**config.mk**
```make
export PLATFORM = sky130hd
export DESIGN_NAME = router_out_arb
export DESIGN_NICKNAME = d
export VERILOG_FILES = /design/src/rtl/router_out_arb.sv
export SDC_FILE = /design/constraint.sdc
export NUM_CORES = 1
export LEC_CHECK = 0
export ABC_AREA = 1
export BUFFER_PORTS_ARGS = -buffer_cell sky130_fd_sc_hd__buf_4
export CORE_MARGIN = 2
export CORE_UTILIZATION = 40
export CTS_CLUSTER_SIZE = 14
export DETAILED_ROUTE_END_ITERATION = 7
export MAX_ROUTING_LAYER = met4
export PLACE_DENSITY = 0.69
export SYNTH_ARGS = -nofsm -noshare
export SYNTH_HDL_FRONTEND = slang
export SYNTH_HIERARCHICAL = 1
export SYNTH_SLANG_ARGS = --single-unit
```
**constraint.sdc**
```tcl
create_clock -name clk -period 2.3 [get_ports clk]
set_clock_uncertainty 0.2 [all_clocks]
set_input_delay 0.345 -clock clk [delete_from_list [all_inputs] [get_ports clk]]
set_output_delay 0.345 -clock clk [all_outputs]
set_load 0.005 [all_outputs]
```
**src/rtl/router_out_arb.sv**
```systemverilog
// router_out_arb -- packet-locking round-robin output arbiter.
//
// Picks one of NREQ requesters and holds the grant until that requester
// passes a tail flit. Accepted flits go into a single output register, so
// they appear one cycle after acceptance. The register can drain and reload
// in the same cycle, which sustains one flit per cycle.
//
// Ports
//   clk        rising-edge clock
//   reset      synchronous, active-low
//   in_valid   [NREQ]        per-requester flit valid
//   in_data    [NREQ*WIDTH]  requester i at [i*WIDTH +: WIDTH]
//   in_last    [NREQ]        per-requester tail marker
//   in_ready   [NREQ]        per-requester accept, at most one bit set
//   out_valid  output flit valid
//   out_data   [WIDTH] output flit
//   out_last   output tail marker
//   out_ready  downstream accept
//   grant      [NREQ] one-hot current owner, 0 when idle
//   busy       high while LOCKED

// Per-requester lane. It gates ready with ownership and masks the flit so
// the top level can merge all lanes with a plain OR.
module router_out_arb_lane #(
  parameter int WIDTH = 11
) (
  input  logic             own,
  input  logic             slot_free,
  input  logic             in_valid,
  input  logic [WIDTH-1:0] in_data,
  input  logic             in_last,
  output logic             ready,
  output logic             xfer,
  output logic [WIDTH-1:0] sel_data,
  output logic             sel_last
);
  assign ready    = own & slot_free;
  assign xfer     = ready & in_valid;
  assign sel_data = xfer ? in_data : '0;
  assign sel_last = xfer & in_last;
endmodule

module router_out_arb #(
  parameter int WIDTH = 11,
  parameter int NREQ  = 4
) (
  input  logic                  clk,
  input  logic                  reset,
  input  logic [NREQ-1:0]       in_valid,
  input  logic [NREQ*WIDTH-1:0] in_data,
  input  logic [NREQ-1:0]       in_last,
  output logic [NREQ-1:0]       in_ready,
  output logic                  out_valid,
  output logic [WIDTH-1:0]      out_data,
  output logic                  out_last,
  input  logic                  out_ready,
  output logic [NREQ-1:0]       grant,
  output logic                  busy
);
  localparam int PW = (NREQ > 1) ? $clog2(NREQ) : 1;

  typedef enum logic {IDLE, LOCKED} state_t;

  typedef struct packed {
    logic             last;
    logic [WIDTH-1:0] data;
  } flit_t;

  state_t          state;
  logic [PW-1:0]   ptr;
  logic [PW-1:0]   own_idx;
  logic [NREQ-1:0] grant_q;
  logic            busy_q;
  logic            out_vld;
  flit_t           out_q;

  // Lane fabric
  logic                       slot_free;
  logic [NREQ-1:0]            lane_own;
  logic [NREQ-1:0]            lane_ready;
  logic [NREQ-1:0]            lane_xfer;
  logic [NREQ-1:0][WIDTH-1:0] lane_data;
  logic [NREQ-1:0]            lane_last;

  // The output slot can take a flit when it is empty or is draining this cycle.
  assign slot_free = !out_vld || out_ready;

  genvar gi;
  generate
    for (gi = 0; gi < NREQ; gi++) begin : g_lane
      // Ownership is dropped while reset is low so in_ready is 0 right away.
      assign lane_own[gi] = reset && (state == LOCKED) && grant_q[gi];
      router_out_arb_lane #(.WIDTH(WIDTH)) u_lane (
        .own       (lane_own[gi]),
        .slot_free (slot_free),
        .in_valid  (in_valid[gi]),
        .in_data   (in_data[gi*WIDTH +: WIDTH]),
        .in_last   (in_last[gi]),
        .ready     (lane_ready[gi]),
        .xfer      (lane_xfer[gi]),
        .sel_data  (lane_data[gi]),
        .sel_last  (lane_last[gi])
      );
    end
  endgenerate

  // Only the owner's lane can be non-zero, so an OR merge is the mux.
  logic             acc;
  logic             tail;
  logic [WIDTH-1:0] acc_data;

  always_comb begin
    acc_data = '0;
    for (int i = 0; i < NREQ; i++) acc_data |= lane_data[i];
  end

  assign acc  = |lane_xfer;
  assign tail = |lane_last;

  // Round-robin search that starts at ptr and wraps modulo NREQ.
  logic          sel_found;
  logic [PW-1:0] sel_idx;

  always_comb begin
    sel_found = 1'b0;
    sel_idx   = '0;
    for (int k = 0; k < NREQ; k++) begin
      int idx;
      idx = int'(ptr) + k;
      if (idx >= NREQ) idx = idx - NREQ;
      if (!sel_found && in_valid[idx]) begin
        sel_found = 1'b1;
        sel_idx   = PW'(idx);
      end
    end
  end

  logic [PW-1:0] ptr_nxt;
  assign ptr_nxt = (int'(own_idx) == NREQ - 1) ? '0 : own_idx + PW'(1);

  always_ff @(posedge clk) begin
    if (!reset) begin
      state   <= IDLE;
      ptr     <= '0;
      own_idx <= '0;
      grant_q <= '0;
      busy_q  <= 1'b0;
      out_vld <= 1'b0;
      out_q   <= '0;
    end else begin
      // Output register: load wins over drain so that drain and load can
      // happen in the same cycle. It holds while stalled.
      if (acc) begin
        out_q.data <= acc_data;
        out_q.last <= tail;
        out_vld    <= 1'b1;
      end else if (out_ready) begin
        out_vld <= 1'b0;
      end

      case (state)
        IDLE: begin
          if (sel_found) begin
            state   <= LOCKED;
            own_idx <= sel_idx;
            grant_q <= NREQ'(1) << sel_idx;
            busy_q  <= 1'b1;
          end
        end
        LOCKED: begin
          // Only a tail flit that is accepted releases the lock. The owner
          // may drop in_valid and we keep waiting.
          if (tail) begin
            state   <= IDLE;
            ptr     <= ptr_nxt;
            grant_q <= '0;
            busy_q  <= 1'b0;
          end
        end
        default: state <= IDLE;
      endcase
    end
  end

  assign in_ready  = lane_ready;
  assign out_valid = out_vld;
  assign out_data  = out_q.data;
  assign out_last  = out_q.last;
  assign grant     = grant_q;
  assign busy      = busy_q;

endmodule

```
After elaboration in Yosys (flattened, before gate mapping)

Cells that the tools add are included.

Div/mod/pow operators: 0
Magnitude comparators: 8
Shift operators: 1
Equality and inequality tests: 3
Bitwise operators: 16
Mux-type cells: 40
Add/subtract/negate cells: 8
Reductions and logical operators: 19
$mul: 0

Operators with widths:

| operator                                                           | count |
|---|---|
| < comparator 32 x 4 -> 1 bit (second input constant)               | 4 |
| two-way mux 32 bit                                                 | 4 |
| two-way mux 11 bit                                                 | 4 |
| OR 11 bit                                                          | 3 |
| two-way mux 1 bit                                                  | 18 |
| AND 1 bit                                                          | 12 |
| subtractor 3 x 3 -> 4 bit (second input constant)                  | 3 |
| two-way mux 2 bit                                                  | 5 |
| greater-or-equal comparator 3 bit (second input constant)          | 3 |
| binary-select mux 1 bit (select 2 bit)                             | 4 |
| logical AND 1 bit                                                  | 8 |
| two-way mux 4 bit                                                  | 2 |
| case mux 4 bit (2 select lines)                                    | 1 |
| OR reduction 4 bit                                                 | 2 |
| adder 2 x 2 -> 3 bit (second input constant)                       | 2 |
| AND reduction 2 bit                                                | 3 |
| logical NOT 1 bit                                                  | 4 |
| case mux 1 bit (2 select lines)                                    | 2 |
| left shift 1 x 2 -> 4 bit (first input constant)                   | 1 |
| subtractor 2 x 3 -> 4 bit (second input constant)                  | 1 |
| adder 2 x 1 -> 3 bit (second input constant)                       | 1 |
| greater-or-equal comparator 2 x 3 -> 1 bit (second input constant) | 1 |
| adder 2 x 1 -> 2 bit (second input constant)                       | 1 |
| equality test 2 x 1 -> 1 bit (second input constant)               | 1 |
| 5 further kinds                                                    | 5 |

Word-level logic and storage cells: 103
Bits of input ports: 55
Memories kept: 0
Latch bits: 0
Bits in writable memories: 0
Memory bits (read-only): 0
Register bits after elaboration: 23

Longest topological paths before layout

Gate-level depths: netlist (run 1).

Depth in word-level cells: 18
Depth in mapped cells: 12
Depth with buffers taken out: 11

Cells and area by module

Netlist (run 1), hierarchy kept.

By module, submodules not included:

| module              | times used | cells each | area an instance (µm²) |
|---|---|---|---|
| router_out_arb      | 1          | 186        | 1246.2 |
| router_out_arb_lane | 4          | 29         | 150.1 |

Least setup slack after synthesis (run 1)

No wires, ideal clock.

Path kind: input to register
Start point: input reset
End point: register out_q, in the netlist out_last
Slack: 0.153 ns
Arrival: 1.814 ns
Cell stages on the path: 11
Data required time: 1.967 ns
Setup time: 0.133 ns
Cells stage by stage: clkbuf_1 > nand2_1 > nor2_1 > nand3_2 > buf_6 > inv_1 > nor4_1 > inv_1 > clkbuf_1 > o21ai_0 > a21oi_1

Cells in the longest elaborated chain, start to end: 6

RTL lines:

| what                              | line | source |
|---|---|---|
| start, declared                   | 48   | `input logic reset,` |
| logical AND 1 bit * (2 in series) | 92   | `assign lane_own[gi] = reset && (state == LOCKED) && grant_q[gi];` |
| named net lane_own[1]             | 79   | `logic [NREQ-1:0] lane_own;` |
| AND 1 bit *                       | 37   | `assign ready = own & slot_free;` |
| AND 1 bit *                       | 38   | `assign xfer = ready & in_valid;` |
| named net lane_xfer[1]            | 81   | `logic [NREQ-1:0] lane_xfer;` |
| AND 1 bit                         | 40   | `assign sel_last = xfer & in_last;` |
| OR reduction 4 bit                | 118  | `assign tail = \|lane_last;` |
| end, declared                     | 75   | `flit_t out_q;` |

Mark *: on every way through the listed nets, which the timed path passes. The rest lies on a longest branch.
A chain may end at the register's enable or synchronous reset.

Worst setup path in the final report (run 1)

Start point: register state
End point: register ptr[1]

Cells in the longest elaborated chain, start to end: 7

RTL lines:

| what                                 | line | source |
|---|---|---|
| start, declared                      | 69   | `state_t state;` |
| start signal, assigned               | 143  | `state <= IDLE;` |
| start signal, assigned               | 164  | `state <= LOCKED;` |
| start signal, assigned               | 174  | `state <= IDLE;` |
| logical AND 1 bit (2 in series)      | 92   |  |
| named net lane_own[0]                | 79   |  |
| AND 1 bit                            | 37   |  |
| AND 1 bit                            | 38   |  |
| AND 1 bit                            | 40   |  |
| named net lane_last[0]               | 83   | `logic [NREQ-1:0] lane_last;` |
| OR reduction 4 bit                   | 118  |  |
| AND reduction 2 bit (no source line) | n/a  |  |
| end signal, assigned                 | 175  | `ptr <= ptr_nxt;` |
| end, declared                        | 70   | `logic [PW-1:0] ptr;` |

The timed path passes the listed nets, and every way through them passes these cells.

==> results.toml, run 1 <==
[finish]
final_util_pct = 56.6
drive_above_1_share_pct = 37.6
num_antenna_cells = 0
layout.nets = 435
layout_common_cells = "buf_4, inv_1, nand2_1"
fill_cells = 450
final_area_mm2 = 0.00250
area_delta_synth_final_pct = 35.4
final_common_cell = "buf_4"

[global_routing]
grt_overflow = 0
grt_pass1_wl_mm = 8.47
grt_pass1_vias = 1961
grt_max_degree = 25
antenna_found_initial = 0
grt_use_total_pct = 20.6

[sta]
setup-tns-final_ns = 0
fmax_ghz = 0.495
min_period_over_period_pct = 87.8
rsz0062_at_grt = "false"
fin_crit_ns = 2.02
slew_viol_final = 0
setup_viol = 0
fin_ws_ns = 0.281
tightest_slew_ns = 0.403
relSlewSlack_pct = 73.1
final-hold-violation-count = 0

[setup_path]
startpoint_type = "flip-flop"
required_ns = 2.25
critPathArrivalTime_ns = 1.97
reg2regPathDepth = 10
worst_setup_path_end_kind = "flip-flop"
worst-setup-path-type = "flip-flop to flip-flop"
cp_max_fo = 4
r2r_slack_ns = 0.28
reg2reg_from = "state"
regToRegEndpoint = "ptr[1]"

[detailed_routing]
vias = 2020
firstDrtPassIters = 5
initialDrtViolationCount = 153
routed_wl_mm = 4.82
postRouteAntennaNets = 0
remaining_drc_errors = 0
vias_per_cell = 4.70
wl_per_cell_um = 11.2

[clocking]
clk_pin_slew_ns = 0.08
htreeDepth = 1
insertion_delay_ns = 0.26
cts.sinks = 23
root_buffer = "clkbuf_8"
cts_buffers = 3
postCtsHoldBufs = 0
cts_tree = "done"
clockBufferDepth = 2

[yosys]
netlist_area_mm2 = 0.00185
ys_warn_count = 6
synth_nets = 358
synthesis.instances = 302
synth_top_cell_area_share_pct = 24.9
synth_seq_cells = 23
ys_seq_area_share_pct = 24.9
yosys.area.top_type = "dfxtp_1"
avgSynthCellArea_um2 = 6.12
synth_cell_types = 20
synth_area_leaders = "dfxtp_1, inv_1, nand2_1"

[floorplanning]
die_area_mm2 = 0.00518
boundaryPins = 77
floorplan.initialDensity_pct = 41.8
coreArea_mm2 = 0.00441
rows = 24
die_y_um = 71.9
die_w_um = 71.9

[place]
place_ws_ns = 0.00232
place_area_mm2 = 0.00244
io_buffers = 76
gp_congestion = 0.874
hpwlAfterDp_mm = 3.85

[pwr]
p_leak_nw = 1.43
vdd_drop_max_uv = 199
totalPowerFinal_uw = 923
power.density_mw_per_mm2 = 369

[worst_hold_path]
hold_start = "in_data[35]"
min_path_cells = 5
whs_endpoint = "out_data[2]"
min_path_type = "input port to flip-flop"

[status]
status = "finished clean"

[run]
maxCapViolations = 0
## kinds of logic after synthesis
logic type      share of synthesized area (%)
flops                                    24.9
buf+inv                                  19.9
simple gates                             44.4
fa+ha+maj                               0.677
compound gates                           10.0
## synthesized netlist by cell type, drive strengths merged
cell type   n
nor4       13
inv        76
ha          1
nand4       3
clkbuf      4
nand2      63
dfxtp      23
a21oi      19
o21ai      18
buf         6
nand3      14
nor3        1
nor2       61
## report_power, final
part | internal [mW] | total, mW | switching, mW
clock network | 0.121 | 0.253 | 0.132
registers | 0.419 | 0.434 | 0.0150
logic | 0.121 | 0.236 | 0.115
total | 0.661 | 0.923 | 0.263
## through the flow
step                      std cells  hold WS, ns
final                           430        0.253
after global routing            430        0.290
after detailed placement        426        0.273
after global placement          426        0.273
after floorplan                 302        0.265
after CTS                       430        0.252
## flip-flops by register name, summed over array words and instances, names as in the netlist
| register | flops |
|---|---|
| out_data | 11 |
| state | 1 |
| out_valid | 1 |
| own_idx | 2 |
| grant | 4 |
| busy | 1 |
| out_last | 1 |
| ptr | 2 |
## worst max path at each step
stage	startpoint	endpoint	slack (ns)	depth (start not counted)
after floorplan	reset	out_last	0.15	11
after global routing	state	ptr[1]	0.05	10
after global placement	out_ready	out_data[5]	0.14	9
after CTS	out_valid	out_data[7]	0.13	7
after detailed placement	out_ready	out_data[7]	0.002	9
final	state	ptr[1]	0.28	10
## metal layers
metal / GRT usage (%) / share of wire, % / vias up
met4: 6.71 / 2.3 / 0
met5: - / 0 / -
met2: 34.7 / 45 / 68
met1: 25.8 / 45 / 882
met3: 2.64 / 7.0 / 10
li1: - / - / 1060
## critical path, cell delays in order, from the launching register on
cell and delay, ns:
dfxtp_1 0.42, nand2_1 0.13, nor2_1 0.21, nand3_2 0.14, nor2_1 0.12, nor4_1 0.07, buf_4 0.14, nor2_2 0.16
inv_1 0.11, o21ai_0 0.15, a21oi_1 0.06
## what timing repair did
| item | 4_1_cts | 5_1_grt |
|---|---|---|
| buffers inserted | 0 | 0 |
| resized for setup | 0 | 3 |
| endpoints found under the setup margin | 0 | 13 |
## area by class of cell
type                    instances  area, µm²  share of cell area [%]
flip-flops and latches         23        460                    18.4
multi-input cells             193       1030                    41.1
clock inverters                 1       5.00                   0.200
clock buffers                   3       41.3                    1.65
repair buffers                 82        616                    24.6
well taps                      52       65.1                    2.60
inverters                      76        285                    11.4
No activity file was read; power rests on OpenSTA's default activity.
==> inputs of run 2 (changes only) <==
--- a/config.mk
+++ b/config.mk
@@ -8,11 +8,11 @@
 export ABC_AREA = 1
 export BUFFER_PORTS_ARGS = -buffer_cell sky130_fd_sc_hd__buf_4
 export CORE_MARGIN = 2
-export CORE_UTILIZATION = 40
+export CORE_UTILIZATION = 48
 export CTS_CLUSTER_SIZE = 14
 export DETAILED_ROUTE_END_ITERATION = 7
 export MAX_ROUTING_LAYER = met4
-export PLACE_DENSITY = 0.69
+export PLACE_DENSITY = 0.8
 export SYNTH_ARGS = -nofsm -noshare
 export SYNTH_HDL_FRONTEND = slang
 export SYNTH_HIERARCHICAL = 1
==> constraint.sdc (replaced) <==
create_clock -name clk -period 2.3 [get_ports clk]
set_clock_uncertainty 0.2 [all_clocks]
set_input_delay 0.46 -clock clk [delete_from_list [all_inputs] [get_ports clk]]
set_output_delay 0.46 -clock clk [all_outputs]
set_load 0.005 [all_outputs]
==> results.toml, run 2 (synthesis gave the netlist of run 1 again) <==
[setup_path]
worst-setup-path-type = "flip-flop to flip-flop"
crit_chain = "nand2_1, nor2_1, nand3_2, nor2_1, nor4_1, buf_4, nor2_1, inv_1, o21ai_0, a21oi_1"
cp_max_fo = 4
regToRegEndpoint = "ptr[1]"
startpoint_type = "flip-flop"
cpMostUsedCell = "nor2_1"
slowest_stage = "dfxtp_1"
cp_top_family = "simple AND/OR/NAND/NOR gates"
required_ns = 2.26
worst_setup_path_end_kind = "flip-flop"
r2r_slack_ns = 0.23
critPathArrivalTime_ns = 2.03
cp_slowest_stage_delay_ns = 0.40
cp_num_buf_inv = 2
reg2reg_from = "state"
reg2regPathDepth = 10

[pwr]
switching_share_pct = 28.8
power.density_mw_per_mm2 = 370
p_clk_share_pct = 27.7
p_leak_nw = 1.45
pwr-share-comb_pct = 25.8
p_int_uw = 664
vdd_drop_max_uv = 374
switchingPower_uw = 268
power_frac_seq_pct = 46.5

[finish]
area_delta_synth_final_pct = 36.4
layout_common_cells = "buf_4, inv_1, nand2_1"
largest_reg_flops = 11
num_antenna_cells = 0
drive_above_1_share_pct = 37.4
layout.nets = 439
final_common_cell = "buf_4"

[place]
place_ws_ns = 0.136
gp_congestion = 0.889
hpwlAfterDp_mm = 3.83
io_buffers = 76

[detailed_routing]
postRouteAntennaNets = 0
vias_per_cell = 4.79
wl_per_cell_um = 11.3
remaining_drc_errors = 0
vias = 2061
routed_wl_mm = 4.84
initialDrtViolationCount = 157
firstDrtPassIters = 4

[global_routing]
antenna_found_initial = 0
grt_max_degree = 25
grt_pass1_wl_mm = 8.38
grt_overflow = 0
grt_use_total_pct = 24.8
grt_pass1_vias = 1987

[status]
status = "finished clean"

[clocking]
postCtsHoldBufs = 0
cts_buffers = 3
htreeDepth = 1
insertion_delay_ns = 0.27
cts.sinks = 23
cts_tree = "done"
clockBufferDepth = 2
root_buffer = "clkbuf_8"
cts_setup_buffers = 0
cts_resized = 0
clk_pin_slew_ns = 0.09

[worst_hold_path]
min_path_type = "flip-flop to flip-flop"
hold_start = "busy"
min_path_cells = 2
whs_endpoint = "busy"

[sta]
min_period_over_period_pct = 89.8
slew_viol_final = 0
rsz0062_at_grt = "false"
fin_crit_ns = 2.07
fmax_ghz = 0.484
final-hold-violation-count = 0
fin_ws_ns = 0.234
tightest_slew_ns = 0.362
setup-tns-final_ns = 0
setup_viol = 0
relSlewSlack_pct = 75.7

[floorplanning]
coreArea_mm2 = 0.00369
die_y_um = 66.0
die_w_um = 66.0
boundaryPins = 77
floorplan.initialDensity_pct = 50.1
rows = 22
die_area_mm2 = 0.00436

[run]
maxCapViolations = 0
[run 2: cell count changes in the layout (fill, tap and decap cells not counted)]
cell,previous run,this run
buf_4,82,86
clkinv_2,1,0
clkinvlp_4,0,1
inv_1,74,75
inv_2,2,1
nor2_1,20,21
nor2_2,34,33
nor4_1,12,13
nor4_2,1,0
[run 2: worst max-delay path by stage]
stage | startpoint | end | cells past startpoint
final | state | ptr[1] | 10
after global placement | out_ready | out_last | 10
after global routing | state | ptr[1] | 10
after floorplan | reset | out_last | 11
after CTS | state | ptr[1] | 10
after detailed placement | out_ready | out_data[9] | 10
[run 2: per-layer routing]
| layer | routed length (µm) | track usage [%] | up-vias |
|---|---|---|---|
| met5 | 0 | - | - |
| met4 | 57 | 4.59 | 0 |
| met3 | 308 | 4.60 | 7 |
| met2 | 2290 | 43.4 | 75 |
| met1 | 2180 | 30.1 | 911 |
| li1 | - | - | 1068 |
[run 2: tightest hold or removal path: stages (launching register included)]
cell	delay, ns
dfxtp_1	0.33
nor2_1	0.10
nor2_1	0.04
[run 2: power groups by stage]
| stage | combinational (mW) | clock (mW) | sequential, mW |
|---|---|---|---|
| 2_1_floorplan | 0.115 | 0 | 0.440 |
| 3_3_place_gp | 0.236 | 0 | 0.441 |
| 3_5_place_dp | 0.239 | 0 | 0.442 |
| 4_1_cts | 0.241 | 0.266 | 0.433 |
| 5_1_grt | 0.269 | 0.280 | 0.436 |
| 6_report | 0.241 | 0.258 | 0.433 |
[run 2: per-stage QoR]
stage,total power [mW],instance area [µm²],util [%],hold WS [ns],cells
after CTS,0.940,2520,68.3,0.303,430
after global placement,0.677,2470,67.0,0.286,426
after global routing,0.985,2520,68.3,0.335,430
after floorplan,0.555,1850,-,0.265,302
final,0.932,2520,68.3,0.305,430
after detailed placement,0.681,2470,67.0,0.285,426
[run 2: layout make-up]
type | count | area (µm²)
clock buffers | 3 | 41.3
clock inverters | 1 | 7.51
fillers | 350 | 1170
inverters | 76 | 285
multi-input cells | 193 | 1020
flip-flops and latches | 23 | 460
well taps | 48 | 60.1
repair buffers | 86 | 646
